**src/rtl/bird_motion_controller_pkg.sv**
```systemverilog
// Shared game definitions: game state encoding, screen geometry and the
// default bird row width used by the bird motion controller and its
// physics step.
package bird_motion_controller_pkg;

  typedef enum logic [1:0] {
    StIdle  = 2'd0,
    StPlay  = 2'd1,
    StCrash = 2'd2
  } game_state_e;

  localparam int unsigned ScreenW  = 160;
  localparam int unsigned ScreenH  = 120;
  localparam int unsigned YW       = 7;
  localparam int unsigned ScoreMax = 99;

endpackage

```
**src/rtl/bird_physics_step.sv**
```systemverilog
// One frame of bird physics, purely combinational.
//   bird_y    : current row
//   vel       : current velocity (signed rows/frame)
//   use_flap  : a flap is to be applied this frame
//   y_new     : row after this frame, clamped to 0..Y_MAX
//   vel_new   : velocity after this frame (zeroed on ceiling clamp)
//   hit_floor : the move reached or passed the floor row
module bird_physics_step
  import bird_motion_controller_pkg::*;
#(
  parameter int unsigned Y_W      = YW,
  parameter int unsigned Y_MAX    = 112,
  parameter int          FLAP_VEL = -4,
  parameter int          VEL_MAX  = 4
) (
  input  logic [Y_W-1:0]    bird_y,
  input  logic signed [4:0] vel,
  input  logic              use_flap,
  output logic [Y_W-1:0]    y_new,
  output logic signed [4:0] vel_new,
  output logic              hit_floor
);

  localparam logic signed [4:0]     FlapVel = 5'(FLAP_VEL);
  localparam logic signed [4:0]     VelMax  = 5'(VEL_MAX);
  localparam logic signed [Y_W+1:0] YMaxExt = (Y_W + 2)'(Y_MAX);
  localparam logic signed [Y_W+1:0] YZero   = '0;

  logic signed [4:0]     vel_c;
  logic signed [Y_W+1:0] y_sum;

  always_comb begin
    vel_c     = use_flap ? FlapVel : ((vel >= VelMax) ? VelMax : vel + 5'sd1);
    // Two guard bits so both overshoot directions stay representable.
    y_sum     = $signed({2'b00, bird_y}) + $signed({{(Y_W - 3){vel_c[4]}}, vel_c});
    y_new     = y_sum[Y_W-1:0];
    vel_new   = vel_c;
    hit_floor = 1'b0;
    if (y_sum <= YZero) begin
      y_new   = '0;
      vel_new = '0;
    end else if (y_sum >= YMaxExt) begin
      y_new     = Y_W'(Y_MAX);
      hit_floor = 1'b1;
    end
  end

endmodule

```
**src/rtl/bird_motion_controller.sv**
```systemverilog
// Bird sequencing for one game: IDLE/PLAY/CRASH state, per-frame height
// integration, floor and pipe crash detection, score, and a req/ack
// handshake presenting each position update to the renderer.
//   clk, reset   : clock, synchronous active-high reset
//   flap_pulse   : one-cycle flap request
//   frame_tick   : one-cycle pulse per video frame
//   pipe_hit     : level, bird overlaps a pipe
//   pipe_passed  : one-cycle pulse, pipe cleared
//   draw_ack     : renderer accepted draw_req
//   bird_y/old_y : current row / row before the last update
//   draw_req     : redraw pending
//   game_state   : 0 IDLE, 1 PLAY, 2 CRASH
//   score        : pipes passed, saturating at 99
//   overrun      : sticky, a frame_tick was dropped while draw_req was high
module bird_motion_controller
  import bird_motion_controller_pkg::*;
#(
  parameter int unsigned Y_W        = YW,
  parameter int unsigned Y_START    = 60,
  parameter int unsigned Y_MAX      = 112,
  parameter int          FLAP_VEL   = -4,
  parameter int          VEL_MAX    = 4,
  parameter int unsigned CRASH_HOLD = 60
) (
  input  logic           clk,
  input  logic           reset,
  input  logic           flap_pulse,
  input  logic           frame_tick,
  input  logic           pipe_hit,
  input  logic           pipe_passed,
  input  logic           draw_ack,
  output logic [Y_W-1:0] bird_y,
  output logic           draw_req,
  output logic [Y_W-1:0] old_y,
  output logic [1:0]     game_state,
  output logic [6:0]     score,
  output logic           overrun
);

  localparam logic signed [4:0] FlapVel   = 5'(FLAP_VEL);
  localparam logic [Y_W-1:0]    YStart    = Y_W'(Y_START);
  localparam logic [6:0]        CrashHold = 7'(CRASH_HOLD);
  localparam logic [6:0]        ScoreTop  = 7'(ScoreMax);

  game_state_e       state_q, state_d;
  logic [Y_W-1:0]    bird_y_q, bird_y_d, old_y_q, old_y_d;
  logic signed [4:0] vel_q, vel_d;
  logic [6:0]        score_q, score_d, hold_q, hold_d;
  logic              draw_req_q, draw_req_d, overrun_q, overrun_d;
  logic              flap_pending_q, flap_pending_d;
  // Set on launch so the launching flap's velocity drives the first frame.
  logic              launch_q, launch_d;

  logic              update;
  logic [Y_W-1:0]    y_new;
  logic signed [4:0] vel_new;
  logic              hit_floor;

  assign update = (state_q == StPlay) && frame_tick && !draw_req_q;

  bird_physics_step #(
    .Y_W      (Y_W),
    .Y_MAX    (Y_MAX),
    .FLAP_VEL (FLAP_VEL),
    .VEL_MAX  (VEL_MAX)
  ) u_physics (
    .bird_y    (bird_y_q),
    .vel       (vel_q),
    .use_flap  (flap_pending_q | launch_q),
    .y_new     (y_new),
    .vel_new   (vel_new),
    .hit_floor (hit_floor)
  );

  // State register
  always_ff @(posedge clk) begin
    if (reset) begin
      state_q        <= StIdle;
      bird_y_q       <= YStart;
      old_y_q        <= YStart;
      vel_q          <= '0;
      score_q        <= '0;
      hold_q         <= '0;
      draw_req_q     <= 1'b0;
      overrun_q      <= 1'b0;
      flap_pending_q <= 1'b0;
      launch_q       <= 1'b0;
    end else begin
      state_q        <= state_d;
      bird_y_q       <= bird_y_d;
      old_y_q        <= old_y_d;
      vel_q          <= vel_d;
      score_q        <= score_d;
      hold_q         <= hold_d;
      draw_req_q     <= draw_req_d;
      overrun_q      <= overrun_d;
      flap_pending_q <= flap_pending_d;
      launch_q       <= launch_d;
    end
  end

  // Next-state logic
  always_comb begin
    state_d = state_q;
    case (state_q)
      StIdle:  if (flap_pulse) state_d = StPlay;
      StPlay:  if (pipe_hit || (update && hit_floor)) state_d = StCrash;
      StCrash: if (flap_pulse && (hold_q == '0)) state_d = StIdle;
      default: state_d = StIdle;
    endcase
  end

  // Datapath next values
  always_comb begin
    bird_y_d       = bird_y_q;
    old_y_d        = old_y_q;
    vel_d          = vel_q;
    score_d        = score_q;
    hold_d         = hold_q;
    draw_req_d     = draw_req_q & ~draw_ack;
    overrun_d      = overrun_q | (frame_tick & draw_req_q);
    flap_pending_d = flap_pending_q | flap_pulse;
    launch_d       = launch_q;

    if (update) begin
      bird_y_d       = y_new;
      old_y_d        = bird_y_q;
      vel_d          = vel_new;
      draw_req_d     = 1'b1;
      // A flap arriving with this tick waits for the next frame.
      flap_pending_d = flap_pulse;
      launch_d       = 1'b0;
    end

    if ((state_q == StPlay) && pipe_passed && (score_q < ScoreTop)) begin
      score_d = score_q + 7'd1;
    end

    if ((state_q == StCrash) && frame_tick && !draw_req_q && (hold_q != '0)) begin
      hold_d = hold_q - 7'd1;
    end

    if (state_d != state_q) begin
      flap_pending_d = 1'b0;
      launch_d       = 1'b0;
      case (state_d)
        StPlay: begin
          score_d  = '0;
          vel_d    = FlapVel;
          launch_d = 1'b1;
        end
        StCrash: hold_d = CrashHold;
        StIdle: begin
          bird_y_d   = YStart;
          old_y_d    = bird_y_q;
          vel_d      = '0;
          draw_req_d = 1'b1;
        end
        default: ;
      endcase
    end
  end

  // Outputs
  always_comb begin
    game_state = state_q;
    bird_y     = bird_y_q;
    old_y      = old_y_q;
    draw_req   = draw_req_q;
    score      = score_q;
    overrun    = overrun_q;
  end

endmodule

```
**config.mk**
```make
export PLATFORM = sky130hd
export DESIGN_NAME = bird_motion_controller
export DESIGN_NICKNAME = d
export VERILOG_FILES = /design/src/rtl/bird_motion_controller_pkg.sv /design/src/rtl/bird_physics_step.sv /design/src/rtl/bird_motion_controller.sv
export SDC_FILE = /design/constraint.sdc
export NUM_CORES = 1
export LEC_CHECK = 0
export ABC_AREA = 0
export CAP_MARGIN = 20
export CORE_MARGIN = 2
export CORE_UTILIZATION = 52
export CTS_BUF_LIST = sky130_fd_sc_hd__clkbuf_4 sky130_fd_sc_hd__clkbuf_8
export DETAILED_ROUTE_END_ITERATION = 10
export PLACE_DENSITY = 0.76
export SLEW_MARGIN = 20
export SYNTH_ARGS = -nofsm -noshare
export SYNTH_HDL_FRONTEND = slang
export SYNTH_SLANG_ARGS = --single-unit
```
**constraint.sdc**
```tcl
create_clock -name clk -period 3.44 [get_ports clk]
set_input_delay 0.688 -clock clk [delete_from_list [all_inputs] [get_ports clk]]
set_output_delay 0.688 -clock clk [all_outputs]
set_load 0.1 [all_outputs]
```
==> results_dict.tcl <==
set metrics [dict create \
    status "complete, no violations" \
    cts_max_level 2 \
    ir_worst_vdd_mv 0.346 \
    async_reset_ff_share_pct 0 \
    hpwlAfterDp_um 3880 \
    synth_cell_type_count 61 \
    synth_top_area_cell "dfxtp_1" \
    antennaDiodeCount 0 \
    placementRows 24 \
    grt_pass1_wl_um 8780 \
    yosysMostFrequentCell "dfxtp_1" \
    fin_crit_ns 3.22 \
    yosysSeqAreaShare_pct 34.1 \
    period_share_pct 93.5 \
    design_area_um2 2700 \
    post-place-ws_ns 0.105 \
    seq_area_um2 781 \
    cts.repair.resized 0 \
    power.density_nw_per_um2 625 \
    nets 318 \
    die_h_um 70.3 \
    power_w 0.00168 \
    routed_via_density 5.89 \
    maxCapViolCount 0 \
    synth-main-ff-cell "dfxtp_1" \
    fin_ws_ns 0.223 \
    vias 2056 \
    hold_path_class "register to register" \
    rsz0062_at_grt "false" \
    fp.dieW_um 70.3 \
    drive_gt1_share_pct 12.5 \
    rrSetupSlack_ns 0.22 \
    grt_pass1_vias 1904 \
    grt_max_degree 15 \
    drc 0 \
    synth_enable_flop_cells 0 \
    post_cts_buffers 0 \
    syn_area_per_cell_um2 8.60 \
    placed_cell_area_um2 2590 \
    worstPathArrival_ns 3.38 \
    fin_tns_setup_ns 0 \
    criticalPathCategory "register to register" \
    ctsHoldBuffers 0 \
    place.gp.congestion 0.948 \
    yosysWarnings 0 \
    numCtsBuffers 5 \
    synth_seq_cells 39 \
    setup_violations 0 \
    critPathCaptureType "register" \
    clock_latency_ns 0.29 \
    required_ns 3.60 \
    cp_max_fo 7 \
    cts.sinks 39 \
    portBuffers 31 \
    fmax_ghz 0.311 \
    routed_wl_um 5160 \
    synth_top_cell_area_share_pct 34.1 \
    relSlewSlack_pct 34.6 \
    die_area_um2 4940 \
    io_pins 32 \
    firstDrtPassIters 4 \
    tightest_slew_ns 0.978 \
    syn_area_um2 2290 \
    yosys-top-cells-area "dfxtp_1 34%, ha_1 7.1%, nor2_1 4.3%, nand2_1 3.6%, a21oi_1 3.5%" \
    start_util_pct 53.3 \
    gr-total-overflow 0 \
    fin_skew_ns 0.0114 \
    postRouteAntennaNets 0 \
    drt_iter0_markers 190 \
    clkTransAtPathRegs_ns 0.08 \
    ys_top_cells_by_count "39 x dfxtp_1, 26 x nor2_1, 22 x nand2_1, 16 x a21oi_1, 14 x inv_1" \
    wl_per_cell_um 14.8 \
    multi_input_area_um2 1400 \
    clock_path_buffers 2 \
    n_fill_cell 395 \
    cts_tree "built" \
    startpoint_type "register" \
    core-area_um2 4290 \
    cellLeakagePower_nw 1.08 \
    grt_antenna_before_repair 0 \
    grt_use_total_pct 21.9 \
    syn_inst 266 \
    final-max-slew-violation-count 0 \
    syn-num-nets 287 \
    final_hold_viol_count 0 \
    syn_to_final_growth_pct 17.8 \
    cts_root_buffer "clkbuf_8" \
]
[report_power, final]
part	switching, W	internal [W]	leakage [nW]	total (W)
Clock	0.000153	0.000220	0.0547	0.000374
Sequential	0.0000439	0.000489	0.318	0.000533
Combinational	0.000493	0.000284	0.705	0.000777
[state kept, by name, indices dropped and copies added (netlist names)]
| register | flops |
|---|---|
| game_state | 2 |
| bird_y | 7 |
| hold_q | 7 |
| vel_q | 5 |
| score | 7 |
| overrun | 1 |
| launch_q | 1 |
| draw_req | 1 |
| flap_pending_q | 1 |
| old_y | 7 |
[path summary, 6_finish.rpt]
path / end / cells after the start / start
hold / removal: old_y[2] / 2 / old_y[2]
setup reg to reg: hold_q[4] / 11 / vel_q[1]
hold reg to reg: old_y[2] / 2 / old_y[2]
setup / recovery: hold_q[4] / 11 / vel_q[1]
[kinds of logic after synthesis]
kind of cell,share of synthesized area (%)
adder cells (fa/ha/maj),7.99
AND/OR/NAND/NOR,21.8
XOR/XNOR,6.51
multiplexers,3.50
AO/OA/AOI/OAI,21.3
flip-flops,34.1
buffers and inverters,4.81
[final cells by class]
class / instances / share of cell area (%)
multi-input combinational: 204 / 51.9
sequential: 39 / 29.0
timing repair buffer: 33 / 10.9
clock buffer: 6 / 2.83
tap: 52 / 2.41
inverter: 14 / 1.95
clock inverter: 1 / 1.11
[metal layers]
layer	wire, um	track usage (%)	vias to the layer above
met5	0	0	-
met4	101	7.26	0
met3	331	4.33	15
met2	2300	34.7	81
met1	2430	29.7	941
li1	-	-	1019
[per-stage QoR]
step / hold slack [ns] / instances / util, %
6_report: 0.483 / 349 / 62.8
2_1_floorplan: 0.491 / 266 / -
4_1_cts: 0.485 / 349 / 62.7
3_3_place_gp: 0.452 / 342 / 60.3
5_1_grt: 0.514 / 349 / 62.8
3_5_place_dp: 0.463 / 342 / 60.3
[critical path, stage by stage, from the launching register on]
cell and delay [ns]:
dfxtp_1 0.34, ha_1 0.21, and3_1 0.19, o21a_1 0.21, inv_1 0.19, ha_1 0.35, a21o_1 0.21, a221oi_1 0.33
a21oi_1 0.17, or2_2 0.34, o21ai_1 0.41, a31oi_1 0.13
[placed cells by master (no fill, tap or decap), types with 4 or more instances in the layout]
cell             netlist  layout
clkbuf_8               0       5
or2_2                  4       4
clkdlybuf4s50_1        0      18
a21o_1                 4       4
o21a_1                 5       5
nor2_1                26      26
xnor2_1                8       8
a21oi_1               16      16
nand3_1                8       8
and3_1                 4       4
ha_1                  13      13
o31ai_1                5       5
xor2_1                 9       9
buf_4                  2      15
nand2_1               22      22
nor4_1                 5       5
dfxtp_1               39      39
o21ai_0                7       7
mux2i_1                8       8
nor3_1                 6       6
a31oi_1                5       5
inv_1                 14      14
Note: power is estimated with default switching activity, not from simulation.
